[src/rtl/ring_nic_pkg.sv]
// rtl/ring_nic_pkg.sv - shared constants, packet layout and status helper for the ring NIC
// Purpose: register addresses, packet field positions, status bit positions and the
//          status-word packing function used by ring_nic.
// Ports:   none (package)
package ring_nic_pkg;

    localparam logic [2:0] ADDR_EJ_DATA   = 3'd0;
    localparam logic [2:0] ADDR_EJ_STAT   = 3'd1;
    localparam logic [2:0] ADDR_INJ_DATA  = 3'd2;
    localparam logic [2:0] ADDR_INJ_STAT  = 3'd3;
    localparam logic [2:0] ADDR_TX_CNT    = 3'd4;
    localparam logic [2:0] ADDR_RX_CNT    = 3'd5;
    localparam logic [2:0] ADDR_STALL_CNT = 3'd6;
    localparam logic [2:0] ADDR_CTRL      = 3'd7;

    localparam int PKT_VC      = 63;
    localparam int PKT_DIR     = 62;
    localparam int PKT_HOP_HI  = 55;
    localparam int PKT_HOP_LO  = 48;
    localparam int PKT_SRC_HI  = 47;
    localparam int PKT_SRC_LO  = 32;
    localparam int PKT_DATA_HI = 31;
    localparam int PKT_DATA_LO = 0;

    localparam int STAT_CNT_LSB   = 8;
    localparam int EJ_STAT_FULL   = 1;
    localparam int EJ_STAT_NEMPTY = 0;
    localparam int INJ_STAT_EMPTY = 1;
    localparam int INJ_STAT_FULL  = 0;

    typedef struct packed {
        logic        vc;
        logic        dir;
        logic [5:0]  rsvd;
        logic [7:0]  hop;
        logic [15:0] src;
        logic [31:0] data;
    } pkt_t;

    // Occupancy sits at bit 8 upward, two flag bits at [1:0]; everything else reads 0.
    function automatic logic [63:0] status_word(input logic [7:0] cnt,
                                                input logic       b1,
                                                input logic       b0);
        logic [63:0] w;
        w = '0;
        w[STAT_CNT_LSB +: 8] = cnt;
        w[1] = b1;
        w[0] = b0;
        return w;
    endfunction

endpackage

[src/rtl/ring_nic_fifo.sv]
// rtl/ring_nic_fifo.sv - synchronous FIFO used for the inject and eject queues
// Purpose: DEPTH-entry first-word-fall-through queue; head is the oldest entry.
// Ports:   clk, reset (sync, active-high); push/push_data write (dropped when full);
//          pop (ignored when empty); head, full, empty, count ($clog2(DEPTH)+1 bits).
module ring_nic_fifo #(
    parameter int DEPTH = 4,
    parameter int W     = 64
) (
    input  logic                     clk,
    input  logic                     reset,
    input  logic                     push,
    input  logic [W-1:0]             push_data,
    input  logic                     pop,
    output logic [W-1:0]             head,
    output logic                     full,
    output logic                     empty,
    output logic [$clog2(DEPTH):0]   count
);
    localparam int AW = $clog2(DEPTH);
    localparam int CW = AW + 1;

    logic [W-1:0]  mem [DEPTH];
    logic [AW-1:0] wr_ptr;
    logic [AW-1:0] rd_ptr;
    logic          do_push;
    logic          do_pop;

    // Full is the pre-edge state: a push into a full queue is lost even if a pop
    // drains an entry on the same edge.
    assign full    = (count == CW'(DEPTH));
    assign empty   = (count == '0);
    assign do_push = push && !full;
    assign do_pop  = pop && !empty;
    assign head    = mem[rd_ptr];

    // Storage is deliberately not reset; only the pointers define validity.
    always_ff @(posedge clk) begin
        if (do_push) begin
            mem[wr_ptr] <= push_data;
        end
    end

    always_ff @(posedge clk) begin
        if (reset) begin
            wr_ptr <= '0;
            rd_ptr <= '0;
            count  <= '0;
        end else begin
            if (do_push) begin
                wr_ptr <= wr_ptr + AW'(1);
            end
            if (do_pop) begin
                rd_ptr <= rd_ptr + AW'(1);
            end
            case ({do_push, do_pop})
                2'b10:   count <= count + CW'(1);
                2'b01:   count <= count - CW'(1);
                default: count <= count;
            endcase
        end
    end

endmodule

[src/rtl/ring_nic.sv]
// rtl/ring_nic.sv - processor/ring network interface with inject and eject queues
// Purpose: register map for the processor, inject queue gated by ring polarity,
//          eject queue fed by the router, and tx/rx/stall debug counters.
// Ports:   clk, reset (sync, active-high); addr/d_in/d_out/nicEn/nicEnWr processor side;
//          net_si/net_ri/net_di eject handshake; net_so/net_ro/net_do inject handshake;
//          net_polarity ring phase.
module ring_nic
    import ring_nic_pkg::*;
#(
    parameter int DEPTH = 4,
    parameter int CNTW  = 32
) (
    input  logic        clk,
    input  logic        reset,
    input  logic [2:0]  addr,
    input  logic [63:0] d_in,
    output logic [63:0] d_out,
    input  logic        nicEn,
    input  logic        nicEnWr,
    input  logic        net_si,
    output logic        net_ri,
    input  logic [63:0] net_di,
    output logic        net_so,
    input  logic        net_ro,
    output logic [63:0] net_do,
    input  logic        net_polarity
);
    localparam int CW = $clog2(DEPTH) + 1;

    logic          rd_en;
    logic          wr_en;

    logic [63:0]   ej_head;
    logic          ej_full;
    logic          ej_empty;
    logic [CW-1:0] ej_count;
    logic          ej_push;
    logic          ej_pop;

    logic [63:0]   inj_head;
    logic          inj_full;
    logic          inj_empty;
    logic [CW-1:0] inj_count;
    logic          inj_push;
    pkt_t          inj_pkt;

    logic          cnt_clear;
    logic [CNTW-1:0] tx_cnt;
    logic [CNTW-1:0] rx_cnt;
    logic [CNTW-1:0] stall_cnt;

    assign rd_en = nicEn && !nicEnWr;
    assign wr_en = nicEn && nicEnWr;

    assign net_ri  = !reset && !ej_full;
    // A packet offered while net_ri is low is simply not pushed.
    assign ej_push = net_si && net_ri;
    assign ej_pop  = rd_en && (addr == ADDR_EJ_DATA) && !ej_empty;

    assign inj_push = wr_en && (addr == ADDR_INJ_DATA);
    assign inj_pkt  = pkt_t'(inj_head);
    // Injection only on the packet's own virtual-channel phase of the ring.
    assign net_so   = !reset && !inj_empty && net_ro && (inj_pkt.vc == net_polarity);
    assign net_do   = inj_head;

    assign cnt_clear = wr_en && (addr == ADDR_CTRL);

    ring_nic_fifo #(.DEPTH(DEPTH), .W(64)) u_ej_fifo (
        .clk       (clk),
        .reset     (reset),
        .push      (ej_push),
        .push_data (net_di),
        .pop       (ej_pop),
        .head      (ej_head),
        .full      (ej_full),
        .empty     (ej_empty),
        .count     (ej_count)
    );

    ring_nic_fifo #(.DEPTH(DEPTH), .W(64)) u_inj_fifo (
        .clk       (clk),
        .reset     (reset),
        .push      (inj_push),
        .push_data (d_in),
        .pop       (net_so),
        .head      (inj_head),
        .full      (inj_full),
        .empty     (inj_empty),
        .count     (inj_count)
    );

    // Clear has priority over any increment occurring on the same edge.
    always_ff @(posedge clk) begin
        if (reset || cnt_clear) begin
            tx_cnt    <= '0;
            rx_cnt    <= '0;
            stall_cnt <= '0;
        end else begin
            if (net_so) begin
                tx_cnt <= tx_cnt + CNTW'(1);
            end
            if (ej_push) begin
                rx_cnt <= rx_cnt + CNTW'(1);
            end
            if (!inj_empty && !net_so) begin
                stall_cnt <= stall_cnt + CNTW'(1);
            end
        end
    end

    always_comb begin
        d_out = '0;
        if (rd_en) begin
            case (addr)
                ADDR_EJ_DATA:   d_out = ej_empty ? 64'd0 : ej_head;
                ADDR_EJ_STAT:   d_out = status_word(8'(ej_count), ej_full, !ej_empty);
                ADDR_INJ_STAT:  d_out = status_word(8'(inj_count), inj_empty, inj_full);
                ADDR_TX_CNT:    d_out = 64'(tx_cnt);
                ADDR_RX_CNT:    d_out = 64'(rx_cnt);
                ADDR_STALL_CNT: d_out = 64'(stall_cnt);
                default:        d_out = '0;
            endcase
        end
    end

endmodule

[config.mk]
export PLATFORM = sky130hd
export DESIGN_NAME = ring_nic
export DESIGN_NICKNAME = d
export VERILOG_FILES = /design/src/rtl/ring_nic_pkg.sv /design/src/rtl/ring_nic_fifo.sv /design/src/rtl/ring_nic.sv
export SDC_FILE = /design/constraint.sdc
export NUM_CORES = 1
export LEC_CHECK = 0
export BUFFER_PORTS_ARGS = -buffer_cell sky130_fd_sc_hd__buf_2
export CORE_UTILIZATION = 63
export CTS_CLUSTER_SIZE = 24
export DETAILED_ROUTE_END_ITERATION = 10
export PLACE_DENSITY = 0.95
export SYNTH_ARGS = -nofsm -noshare
export SYNTH_HDL_FRONTEND = slang
export SYNTH_SLANG_ARGS = --single-unit
[constraint.sdc]
create_clock -name clk -period 5.5 [get_ports clk]
set_input_delay 0 -clock clk [delete_from_list [all_inputs] [get_ports clk]]
set_output_delay 0 -clock clk [all_outputs]
set_load 0.01 [all_outputs]
======== After elaboration in Yosys (flattened, before gate mapping) ========
Memories as Yosys holds them, arrays and structs flattened. A register that Yosys moved wholly into a read port is not among the register bits.
Index checks and enable logic that the tools add are counted.
storage, ports and cells
  register bits ........................... 110
  bits in latches ......................... 0
  memory bits (writable) .................. 512
  memory bits (read-only) ................. 0
  input bits .............................. 138
  output and inout bits ................... 130
  logic and storage cells ................. 78
  memories ................................ 2
memory list
  memory          depth  bits a word  read ports  clocked after Yosys merged registers in  write ports  line                 text
  u_ej_fifo.mem   4      64           1           1                                        1            ring_nic_fifo.sv:22  logic [W-1:0] mem [DEPTH];
  u_inj_fifo.mem  4      64           1           1                                        1            ring_nic_fifo.sv:22
cells by class
  $add $sub $neg .......................... 11
  $mul .................................... 0
  divide/modulo/power cells ............... 0
  magnitude comparators ................... 0
  equal/unequal tests ..................... 14
  shifts and indexed selects .............. 0
  mux-type cells .......................... 13
  bitwise operators ....................... 0
  reduce and logical (&&, ||, !) cells .... 29
operators with widths
  kind                     number
  $pmux W64 S6             1
  $mux W64                 2
  $add A32 B1 Y32 const B  3
  $eq A3 B3 Y1 const B     6
  $logic_and A1 B1 Y1      16
  $pmux W3 S2              2
  $logic_not A3 Y1         3
  $add A2 B1 Y2 const B    4
  $mux W2                  4
  $logic_not A1 Y1         7
  $add A3 B1 Y3 const B    2
  $eq A3 B2 Y1 const B     2
  $sub A3 B1 Y3 const B    2
  $eq A2 B1 Y1 const B     2
  $eq A2 B2 Y1 const B     2
  $mux W1                  4
  $reduce_bool A2 Y1       2
  $eq A3 B1 Y1 const B     1
  $eq A1 B1 Y1             1
  $logic_or A1 B1 Y1       1

======== Logic depth before layout (Yosys ltp) ========
Gate-level depths: netlist of the first run.
  depth after elaboration ................. 8
  gate-level depth with buffers ........... 10
  gate-level depth less buffers ........... 10

======== Cells and area by module ========
From an unflattened synthesis of the first run, not the netlist that was laid out.
second synthesis, totals
  cells, all modules ...................... 1544
  area total of the unflattened synthesis .. 25705.9 µm²
by module, submodules not included
  module         instances  cells an instance  area an instance (µm²)  sequential area each (µm²)
  ring_nic_fifo  2          388                9785.6                  7867.5
  ring_nic       1          768                6134.6                  1921.8

======== Worst setup path after synthesis of the first run ========
OpenSTA, ideal clock, no wires.
  kind .................................... reg2reg
  start ................................... register u_inj_fifo.count[0]
  end ..................................... memory u_inj_fifo.mem[0][0], enable pin
  library setup time ...................... 0.429 ns
  data arrival time ....................... 2.939 ns
  data required time ...................... 5.071 ns
  setup slack ............................. 2.132 ns
  stages on the path, launching flop included .. 5
  buffers on the path ..................... 0
  period minus slack after synthesis ...... 3.368 ns
  cell sequence ........................... dfxtp_1 inv_1 and3_1 nor4b_1 and2_1
on the way
  cells in the longest elaborated chain, start to end .. 5
ends and longest elaborated chain
  element                        line                 text
  start: declaration             ring_nic_fifo.sv:17  output logic [$clog2(DEPTH):0] count
  start signal: assignment       ring_nic_fifo.sv:56  2'b10: count <= count + CW'(1);
  start signal: assignment       ring_nic_fifo.sv:57  2'b01: count <= count - CW'(1);
  start signal: assignment       ring_nic_fifo.sv:58  default: count <= count;
  $eq A3 B3 Y1                   ring_nic_fifo.sv:30  assign full = (count == CW'(DEPTH));
  $logic_not A1 Y1               ring_nic_fifo.sv:32  assign do_push = push && !full;
  $logic_and A1 B1 Y1            ring_nic_fifo.sv:32
  $mux W1                        ring_nic_fifo.sv:38  if (do_push) begin
  $mux W1 (implied by the code)  ring_nic_fifo.sv:39  mem[wr_ptr] <= push_data;
  end: declaration               ring_nic_fifo.sv:22
Every way passes these cells.

==> impl_results.md, run 1 <==
- Buffers on Ports: 267
- Core Region: 0.0397 mm^2
- Worst Hold Launch: net_si
- Slowest stage cell, crit path: xnor2_4
- Most frequent cells in the layout: edfxtp_1 (512), buf_2 (267), dlygate4sd3_1 (130), mux4_2 (128), dfxtp_1 (110)
- Sequential cell area: 0.0177 mm^2
- Routed WL: 69100 um
- CTS sink count: 626
- Number of synthesized flops with an enable pin: 512
- Pwr dens: 317 mW/mm^2
- DRT iter0 DRCs: 2005
- Clock transition at path regs: 0.06 ns
- Share of the synthesized area in the top cell type: 0.607
- Register area share after synthesis: 0.697
- Status: complete, no violations
- Post-Syn Nets: 1717
- Htree depth: 2
- Slew margin rel.: 0.164
- Antenna violations before repair: 8
- Max Root-Sink Buffers: 3
- DP HPWL: 39700 um
- Post_cts resized: 0
- Final TNS setup: 0 ns
- Worst slack at placement: 1.87 ns
- Clk Tree Root Cell: clkbuf_16
- # DRC: 0
- Worst-skew pair later-pin latency: 0.64 ns
- Drt wl/cell: 27.2 um
- Pwr Total: 0.00963 W
- Commonest non-fill, non-tap cell in the layout: edfxtp_1
- Crit path arrival time: 4.27 ns
- Final Critical Period: 3.70 ns
- Num CTS Buffers: 59
- Routed Antenna Nets: 0
- Die ar.: 0.0410 mm^2
- Hold Fails Final Rpt: 0
- Synth warnings: 0
- Hold Path Class: in2reg
- Pleak: 10.1 nW
- Fin worst setup slack: 1.80 ns
- Cell taking the most area after synthesis: edfxtp_1
- Io pins: 268
- Share of cells above drive strength 1: 0.268
- P&R area growth vs syn: 20.0%
- Worst slew pin tran: 1.25 ns
- Yosys cell types: 53
- Largest net degree at the start of global routing: 64
- Syn_area_per_cell: 16.2 um^2
- Final setup viols: 0
- All-layer global routing usage: 0.338
- CP peak stage delay: 0.76 ns
- Die Ht: 203 um
- Grt ovf: 0
- Top_reg_cell synth: edfxtp_1
- Layout Nets: 2113
- RSZ-0062 raised after global routing: no
- Max Cap Viol: 0
- Worst vdd ir: 437 uV
- Cells after synthesis: 1564
- FMAX: 0.270 GHz
- DR vias/cell: 6.57
- Die extent in x: 203 um
- Crit-path max FO: 30
- Largest cells by area after synthesis: edfxtp_1 (61%), mux4_2 (11%), dfxtp_1 (9.0%), mux2i_1 (1.5%), nor2_1 (1.5%)
- Cell-by-cell trace of the critical path: mux4_2, xnor2_4, nand4_1, or4_1, a21oi_1
- Fillers: 2179
- Critical path capture point type: register
- Crit start category: register
- GPL Wtd Cong: 0.911
- WS Path Type: reg2reg
- Pre-antenna DRT Iters: 6
- First-pass GRT wire length: 102000 um
- DR vias: 16700
- Post-synth ARST share: 0
- CTS tree: built
- Starting Density: 0.638
- Site Rows: 73
- Clk_skew: 0.0344 ns
- Tcrit/Tclk final: 0.673
- Hold Crit Depth: 6
- Mapped Area: 0.0253 mm^2
- Crit path required time: 6.06 ns
- #FFs+latches synth: 626
- Multi-input combinational cell area: 0.00729 mm^2
- Final Slew Violations: 0
- Vias in the first global route: 16700
- Worst R2R Path Depth: 5
==> power breakdown <==
part	total (W)	leakage (nW)	internal [W]	switching (W)
combinational	0.000390	3.61	0.000166	0.000224
clock	0.00403	0.922	0.00221	0.00182
sequential	0.00521	5.55	0.00518	0.0000264
==> metrics by stage <==
step	hold slack [ns]	utilization	area, um^2	std cells
6_report	0.0246	0.766	30400	2537
4_1_cts	0.00721	0.765	30400	2529
3_3_place_gp	0.208	0.685	27200	2294
3_5_place_dp	0.216	0.685	27200	2294
5_1_grt	0.0505	0.766	30400	2535
2_1_floorplan	0.0989	-	25300	1564
==> cells in the mapped netlist, types with 20 or more instances <==
master      n
edfxtp_1  512
mux4_2    128
dfxtp_1   114
nor2_1     98
nand2_1    81
o21ai_0    63
clkbuf_1   60
a21oi_1    57
and2_1     45
mux2i_1    37
xnor2_1    36
or3_1      31
a22oi_1    30
nand3_1    30
inv_1      28
nand4_1    26
buf_1      20
==> cell type report <==
cell class              count  area share
diodes                      8    0.000658
repair buffers            419      0.0921
inverters                  28     0.00345
clock buffers              64      0.0491
well taps                 525      0.0216
clock inverters            41      0.0127
flip-flops and latches    626       0.581
multi-input cells         826       0.240
==> registers in the layout, indices dropped and copies added, names as in the netlist, 3 cells and up, named ones only <==
| register | count |
|---|---|
| stall_cnt | 32 |
| u_inj_fifo.mem | 256 |
| tx_cnt | 32 |
| u_inj_fifo.count | 3 |
| u_ej_fifo.mem | 256 |
| u_ej_fifo.count | 3 |
| rx_cnt | 32 |
==> critical path: cells and delay by family (launching register included) <==
kind | cells | cell delay, ns
mux | 1 | 0.69
flops | 1 | 0.73
simple gates | 2 | 1.29
compound gates | 1 | 0.16
xor+xnor | 1 | 0.76
==> metal layers <==
| layer | global-route usage | wire length, um | vias up | part of all wire |
|---|---|---|---|---|
| met5 | 0 | 0 | - | 0 |
| met2 | 0.592 | 35800 | 1209 | 0.52 |
| met4 | 0.167 | 3440 | 0 | 0.050 |
| met3 | 0.0589 | 6460 | 217 | 0.093 |
| li1 | - | - | 6937 | - |
| met1 | 0.404 | 23400 | 8305 | 0.34 |
==> kinds of logic after synthesis <==
group,Yosys count,share of synthesized area
buf+inv,112,0.0169
compound gates,198,0.0486
xor+xnor,55,0.0197
flops,626,0.697
fa+ha+maj,15,0.00800
simple gates,391,0.0810
mux,167,0.129
==> worst paths after layout <==
| path | slack, ns | endpoint |
|---|---|---|
| worst min register to register | 0.50 | tx_cnt[31] |
| worst max register to register | 1.80 | tx_cnt[20] |
| worst min-delay path | 0.02 | u_ej_fifo.wr_ptr[1] |
| worst max-delay path | 1.80 | tx_cnt[20] |
==> what timing repair did <==
item | in CTS | in global routing
hold endpoints to repair | 531 | 0
setup buffers | 0 | 0
hold buffers | 130 | 0
Power figures use the tool's default switching activity.
==> run 2: changes to the inputs <==
--- a/config.mk
+++ b/config.mk
@@ -6,10 +6,10 @@
 export NUM_CORES = 1
 export LEC_CHECK = 0
 export BUFFER_PORTS_ARGS = -buffer_cell sky130_fd_sc_hd__buf_2
-export CORE_UTILIZATION = 63
+export CORE_UTILIZATION = 59
 export CTS_CLUSTER_SIZE = 24
 export DETAILED_ROUTE_END_ITERATION = 10
-export PLACE_DENSITY = 0.95
+export PLACE_DENSITY = 0.91
 export SYNTH_ARGS = -nofsm -noshare
 export SYNTH_HDL_FRONTEND = slang
 export SYNTH_SLANG_ARGS = --single-unit
==> constraint.sdc (replaced) <==
create_clock -name clk -period 3.9 [get_ports clk]
set_input_delay 0 -clock clk [delete_from_list [all_inputs] [get_ports clk]]
set_output_delay 0 -clock clk [all_outputs]
set_load 0.01 [all_outputs]
==> run 2 against run 1 <==
The flow now finishes with violations (negative hold slack). Global-route usage decreased by 2.0 points. Critical path depth increased by 4. Sequential share of layout area decreased by 0.33 points. Worst hold slack got worse by 0.038 ns. Critical path type unchanged. Largest power group unchanged. Highest routed layer is now met5.
==> impl_results.md, run 2 (synthesis gave the netlist of run 1 again) <==
- Starting Density: 0.602 (-0.0364)
- Routed WL: 69300 um (+0.19%)
- Io pins: 268 (unchanged)
- Crit path required time: 4.45 ns (-1.61 ns)
- Crit path arrival time: 3.64 ns (-0.63 ns)
- Post-CTS Repair Setup Buffers: 0 (unchanged)
- Slew margin rel.: 0.242 (+0.0781)
- Buffers on Ports: 267 (unchanged)
- Num CTS Buffers: 60 (+1.7%)
- Pwr Total: 0.0135 W (+40%)
- Worst-skew pair later-pin latency: 0.64 ns (about the same)
- Site Rows: 75 (+2.7%)
- Commonest non-fill, non-tap cell in the layout: edfxtp_1
- Cell Count, Final, Fillers Out: 2564 (+1.1%)
- Worst path bufs/invs: 1 (+1)
- Core Region: 0.0421 mm^2 (+6.0%)
- All-layer global routing usage: 0.318 (-0.0199)
- Hold slack: -0.0134 ns (-0.0379 ns)
- WS Path Type: reg2reg
- Fin worst setup slack: 0.809 ns (-0.989 ns)
- Worst slack at placement: 0.858 ns (-1.01 ns)
- Vias in the first global route: 16500 (-1.6%)
- Layout Nets: 2126 (+0.62%)
- DR vias/cell: 6.48 (-1.3%)
- Crit start category: register
- Clk Tree Root Cell: clkbuf_16
- CP dominant cell by count: xor2_1
- Final TNS setup: 0 ns (unchanged)
- Placed insts: 2318 (+1.0%)
- Most frequent cells in the layout: edfxtp_1 (512), buf_2 (267), dlygate4sd3_1 (132), mux4_2 (128), dfxtp_1 (110)
- Grt ovf: 0 (unchanged)
- DRT iter0 DRCs: 2147 (+7.1%)
- # DRC: 0 (unchanged)
- Drt wl/cell: 27.0 um (-0.87%)
- Final setup viols: 0 (unchanged)
- Pre-antenna DRT Iters: 5 (-1)
- Crit-path max FO: 22 (-27%)
- Final Critical Period: 3.09 ns (-0.611 ns)
- Clock transition at path regs: 0.07 ns (about the same)
- Htree depth: 2 (unchanged)
- Die extent in x: 209 um (+3.3%)
- Largest net degree at the start of global routing: 65 (+1.6%)
- Top delay family on crit path: multiplexers
- CTS tree: built
- Die ar.: 0.0438 mm^2 (+6.7%)
- FMAX: 0.323 GHz (+20%)
- DP HPWL: 36900 um (-7.0%)
- Tcrit/Tclk final: 0.793 (+0.119)
- Pleak: 10.1 nW (+0.46%)
- Worst vdd ir: 475 uV (+8.8%)
- Share of cells above drive strength 1: 0.268 (-0.000906)
- Critical path capture point type: register
- CP peak stage delay: 0.68 ns (-0.08 ns)
- Max Cap Viol: 0 (unchanged)
- Cell-by-cell trace of the critical path: mux4_2, xor2_1, nor2_1, ha_1, inv_1, fa_1, xor2_1, or3_1, a21oi_1
- Antenna violations before repair: 4 (-4)
- Failing checks: negative hold slack
- GPL Wtd Cong: 0.881 (-3.3%)
- Worst slew pin tran: 1.14 ns (-0.117 ns)
- Routed Antenna Nets: 0 (unchanged)
- Slowest stage cell, crit path: mux4_2
- Hold Fails Final Rpt: 1 (+1)
- P&R area growth vs syn: 20.7%
- First-pass GRT wire length: 103000 um (+1.1%)
- CTS sink count: 626 (unchanged)
- Pwr dens: 442 mW/mm^2 (+40%)
- Top flop regs: u_ej_fifo.mem x256, u_inj_fifo.mem x256
- Hold Path Class: in2reg
- Final Slew Violations: 0 (unchanged)
- Max Root-Sink Buffers: 3 (unchanged)
- DR vias: 16600 (-0.28%)
- Status: complete, but fails checks
- Die Ht: 209 um (+3.3%)
- Clk_skew: 0.0293 ns (-0.00506 ns)
- RSZ-0062 raised after global routing: no
==> run 2: cell types whose count changed in the layout (fill, tap and decap cells not counted), moves of 2 or more <==
| cell | before | now |
|---|---|---|
| buf_12 | 0 | 8 |
| clkbuf_16 | 59 | 61 |
| diode_2 | 8 | 3 |
| buf_4 | 22 | 24 |
| inv_4 | 0 | 2 |
| clkinv_2 | 16 | 6 |
| bufinv_16 | 5 | 2 |
| dlygate4sd3_1 | 130 | 132 |
| clkbuf_1 | 5 | 19 |
| clkinvlp_2 | 1 | 4 |
| inv_6 | 3 | 1 |
==> run 2: final timing paths <==
path | endpoint | cells past startpoint | slack, ns | from
setup reg to reg | u_inj_fifo.count[2] | 9 | 0.81 | register
hold reg to reg | tx_cnt[31] | 2 | 0.50 | tx_cnt[31]
hold / removal | rx_cnt[1] | 5 | -0.01 | net_si
setup / recovery | u_inj_fifo.count[2] | 9 | 0.81 | register
==> run 2: cell type report <==
class / instances / area (um^2)
multi-input cells: 826 / 7290
repair buffers: 431 / 3000
clock inverters: 30 / 238
fillers: 2334 / 11500
inverters: 28 / 105
diodes: 3 / 7.51
flip-flops and latches: 626 / 17700
well taps: 539 / 674
clock buffers: 81 / 1610
==> run 2: per-layer routing <==
metal  vias up  GRT usage  wire length, um
met5         -          0               12
met4         2      0.158             3410
met3       197     0.0693             6950
met2      1209      0.542            35000
met1      8243      0.385            23800
li1       6971          -                -
==> run 2: where the power goes <==
part / switching, W / internal [W]
Sequential: 0.0000428 / 0.00731
Combinational: 0.000318 / 0.000244
Clock: 0.00257 / 0.00304
Total: 0.00293 / 0.0106
==> run 2: metrics by stage <==
step                      instance area (um^2)  utilization  hold slack (ns)
after CTS                                30600        0.726           0.0278
after detailed placement                 27400        0.651            0.216
after global routing                     30600        0.726          0.00133
after floorplan                          25300            -           0.0989
after global placement                   27400        0.651            0.209
final                                    30600        0.726          -0.0134
==> run 2: worst min-delay path: cells and delay by family <==
kind            cells  cell delay, ns
compound gates      1            0.06
buf+inv             2            0.25
simple gates        2            0.25
==> run 2: what timing repair did <==
| item | in CTS | in global routing |
|---|---|---|
| hold buffers | 132 | 0 |
| endpoints found under the hold margin | 531 | 0 |
| gates resized for setup | 0 | 0 |
==> run 3: changes to the inputs <==
--- a/config.mk
+++ b/config.mk
@@ -5,6 +5,7 @@
 export SDC_FILE = /design/constraint.sdc
 export NUM_CORES = 1
 export LEC_CHECK = 0
+export ABC_AREA = 1
 export BUFFER_PORTS_ARGS = -buffer_cell sky130_fd_sc_hd__buf_2
 export CORE_UTILIZATION = 59
 export CTS_CLUSTER_SIZE = 24
==> constraint.sdc (replaced) <==
create_clock -name clk -period 3.2 [get_ports clk]
set_input_delay 0 -clock clk [delete_from_list [all_inputs] [get_ports clk]]
set_output_delay 0 -clock clk [all_outputs]
set_load 0.01 [all_outputs]
==> run 3 against run 2 <==
The run now ends clean. Clock skew grew 0.0078 ns. Core utilization shrank 0.88 points. Die area grew 4.5%. Clock-buffer cell count shrank 2. First-iteration DRC count grew 52%. Sequential power grew 21%. Clock power grew 29%. Critical path depth shrank 5. Synthesized area grew 4.5%. Power grew 24%. Via count grew 34%. Highest routed layer unchanged.
==> impl_results.md, run 3 <==
- Status: complete, no violations
- Max Root-Sink Buffers: 3 (unchanged)
- Combinational family with the most area after synthesis: simple AND/OR/NAND/NOR gates
- Crit-path max FO: 88 (+300%)
- Crit path required time: 3.20 ns (-1.25 ns)
- Yosys cell types: 40 (-25%)
- Switching share of power: 0.222 (+0.00558)
- Worst vdd ir: 558 uV (+18%)
- Register area share after synthesis: 0.666 (-0.0302)
- FMAX: 0.329 GHz
- Commonest non-fill, non-tap cell in the layout: nor2_1
- CTS sink count: 626 (unchanged)
- P&R area growth vs syn: 19.7%
- Pre-antenna DRT Iters: 7 (+2)
- Buffers on Ports: 267 (unchanged)
- Routed Antenna Nets: 0 (unchanged)
- Top flop regs: u_ej_fifo.mem x256, u_inj_fifo.mem x256
- Fillers: 2750 (+18%)
- DRT iter0 DRCs: 3266 (+52%)
- Critical path capture point type: primary output
- #FFs+latches synth: 626 (unchanged)
- Crit start category: register
- Worst-skew pair later-pin latency: 0.64 ns (about the same)
- RSZ-0062 raised after global routing: no
- Hold Path Class: in2reg
- Tcrit/Tclk final: 0.951
- Clock transition at path regs: 0.06 ns (about the same)
- Crit path arrival time: 3.04 ns (-0.60 ns)
- Layout Nets: 3089 (+45%)
- Slew margin rel.: 0.274 (+0.0323)
- All-layer global routing usage: 0.338 (+0.0198)
- Adder-cell share of the synthesized area: 0.00765 (-0.000347)
- Max Cap Viol: 0 (unchanged)
- Multiplexer area fraction after synthesis: 0.000378 (-0.129)
- Die ar.: 0.0458 mm^2 (+4.5%)
- Final Slew Violations: 0 (unchanged)
- Share of the synthesized area in the top cell type: 0.580 (-0.0263)
- Finished layout cell area: 0.0317 mm^2 (+3.7%)
- Pwr Total: 0.0168 W (+24%)
- Final TNS setup: 0 ns (unchanged)
- Num CTS Buffers: 61 (+1.7%)
- Top cells by count, synth: nor2_1 (551), edfxtp_1 (512), nand2_1 (465), o21ai_0 (267), inv_1 (130)
- Mapped Area: 0.0265 mm^2 (+4.5%)
- Pint: 0.0131 W (+23%)
- Compound-cell area share of the yosys netlist: 0.108 (+0.0590)
- Seq pwr share: 0.531 (-0.013)
- First-pass GRT wire length: 120000 um (+16%)
- Cell taking the most area after synthesis: edfxtp_1
- Sw power: 0.00373 W (+27%)
- Logic pwr share: 0.039 (-0.003)
- Clock power frac: 0.429 (+0.014)
- Pwr dens: 530 mW/mm^2 (+20%)
- GPL Wtd Cong: 0.976 (+11%)
- Post-Syn Nets: 2727 (+59%)
- WS Path Type: reg2out
- Hold Fails Final Rpt: 0 (-1)
- Top-count cell post-synth: nor2_1
- Die extent in x: 214 um (+2.2%)
- DR vias: 22200 (+34%)
- Final Critical Period: 3.04 ns
- Synth warnings: 0 (unchanged)
- Final setup viols: 0 (unchanged)
- Syn_area_per_cell: 10.3 um^2 (-36%)
- Drt wl/cell: 22.2 um (-18%)
- Site Rows: 77 (+2.7%)
- Number of synthesized flops with an enable pin: 512 (unchanged)
- # DRC: 0 (unchanged)
- CTS tree: built
- Xor/xnor cell area share of the yosys netlist: 0.00364 (-0.0161)
- Htree depth: 2 (unchanged)
- Grt ovf: 0 (unchanged)
- Pleak: 11.3 nW (+12%)
- Starting Density: 0.599 (-0.00242)
- Clk Tree Root Cell: clkbuf_16
- Io pins: 268 (unchanged)
- Die Ht: 214 um (+2.2%)
- Top_reg_cell synth: edfxtp_1
- Most frequent cells in the layout: nor2_1 (543), edfxtp_1 (512), nand2_1 (465), o21ai_0 (267), buf_2 (267)
- Largest cells by area after synthesis: edfxtp_1 (58%), dfxtp_1 (8.6%), nor2_1 (7.8%), nand2_1 (6.6%), o21ai_0 (5.0%)
- Routed WL: 79600 um (+15%)
- Antenna violations before repair: 14 (+10)
- DP HPWL: 43100 um (+17%)
- Share of cells above drive strength 1: 0.140 (-0.128)
- Worst slew pin tran: 1.09 ns (-0.0497 ns)
- Post-synth ARST share: 0 (unchanged)
- Clk_skew: 0.0371 ns (+0.00778 ns)
- Largest net degree at the start of global routing: 127 (+95%)
- DR vias/cell: 6.19 (-4.5%)
- Vias in the first global route: 21600 (+31%)
- Placed cell area: 0.0284 mm^2 (+3.7%)
- Synth Area in Simple Gates: 0.174 (+0.0928)
- Core Region: 0.0442 mm^2 (+5.0%)
- Cells after synthesis: 2574 (+65%)
==> run 3: changes by cell type in the layout (fill, tap and decap cells not counted), moves of 37 or more <==
cell     delta
and2_1     -37
mux4_2    -128
inv_1     +102
nand2_1   +384
nand3_1    +48
nor2_1    +445
o21ai_0   +204
o22ai_1    +64
==> run 3: repair_timing <==
| item | CTS | global route |
|---|---|---|
| setup buffers | 0 | 0 |
| hold buffers | 131 | 0 |
| setup endpoints to repair | 0 | 7 |
| endpoints found under the hold margin | 530 | 0 |
| gates resized for setup | 0 | 4 |
==> run 3: worst max-delay path: stages (launching register included) <==
cell and delay, ns:
dfxtp_4 0.65, buf_4 0.78, o21ai_0 0.32, o22ai_1 0.37, buf_2 0.22
==> run 3: per-stage QoR <==
| stage | hold WS (ns) | instances | setup slack (ns) | utilization |
|---|---|---|---|---|
| floorplan | 0.0475 | 2574 | -0.891 | - |
| global placement | 0.208 | 3334 | 0.794 | 0.643 |
| detailed placement | 0.214 | 3334 | 0.651 | 0.643 |
| CTS | 0.0465 | 3577 | 0.174 | 0.716 |
| global route | 0.0942 | 3586 | 0.0319 | 0.717 |
| finish | 0.0681 | 3588 | 0.158 | 0.717 |
==> run 3: final timing paths <==
check	from	endpoint	slack (ns)	depth (start not counted)
max reg2reg	u_inj_fifo.count[0]	stall_cnt[21]	0.56	11
min reg2reg	u_ej_fifo.rd_ptr[0]	register	0.46	1
min	nicEnWr	u_inj_fifo.wr_ptr[1]	0.07	5
max	register	net_do[25]	0.16	4
==> run 3: layer usage <==
metal  GRT usage  vias to the layer above  wire, um
met5           0                        -        36
li1            -                     9652         -
met3      0.0851                      386      8940
met2       0.564                     1692     38600
met1       0.400                    10500     27200
met4       0.189                        6      4800
==> run 3: final cells by class <==
cell class	instances	area, um^2	share of cell area
Sequential cell	626	17700	0.557
Multi-Input combinational cell	1683	7840	0.247
Timing Repair Buffer	427	2970	0.0937
Clock buffer	79	1660	0.0522
Tap cell	592	741	0.0234
Inverter	137	518	0.0163
Clock inverter	33	297	0.00935
Antenna cell	11	27.5	0.000868
==> run 3: power groups by stage <==
stage | clock network (W) | registers, W | logic [W]
2_1_floorplan | 0 | 0.00910 | 0.000227
3_3_place_gp | 0 | 0.00909 | 0.000447
3_5_place_dp | 0 | 0.00910 | 0.000481
4_1_cts | 0.00704 | 0.00893 | 0.000626
5_1_grt | 0.00749 | 0.00893 | 0.000703
6_report | 0.00721 | 0.00893 | 0.000663
==> run 3: logic make-up (layout without fill, tap and decap cells) <==
kind of cell	count (synthesis)	count (layout)
compound gates	501	501
xor+xnor	11	11
fa+ha+maj	15	15
buf+inv	265	676
flops	626	626
mux	1	1
other cells	0	11
simple gates	1155	1155
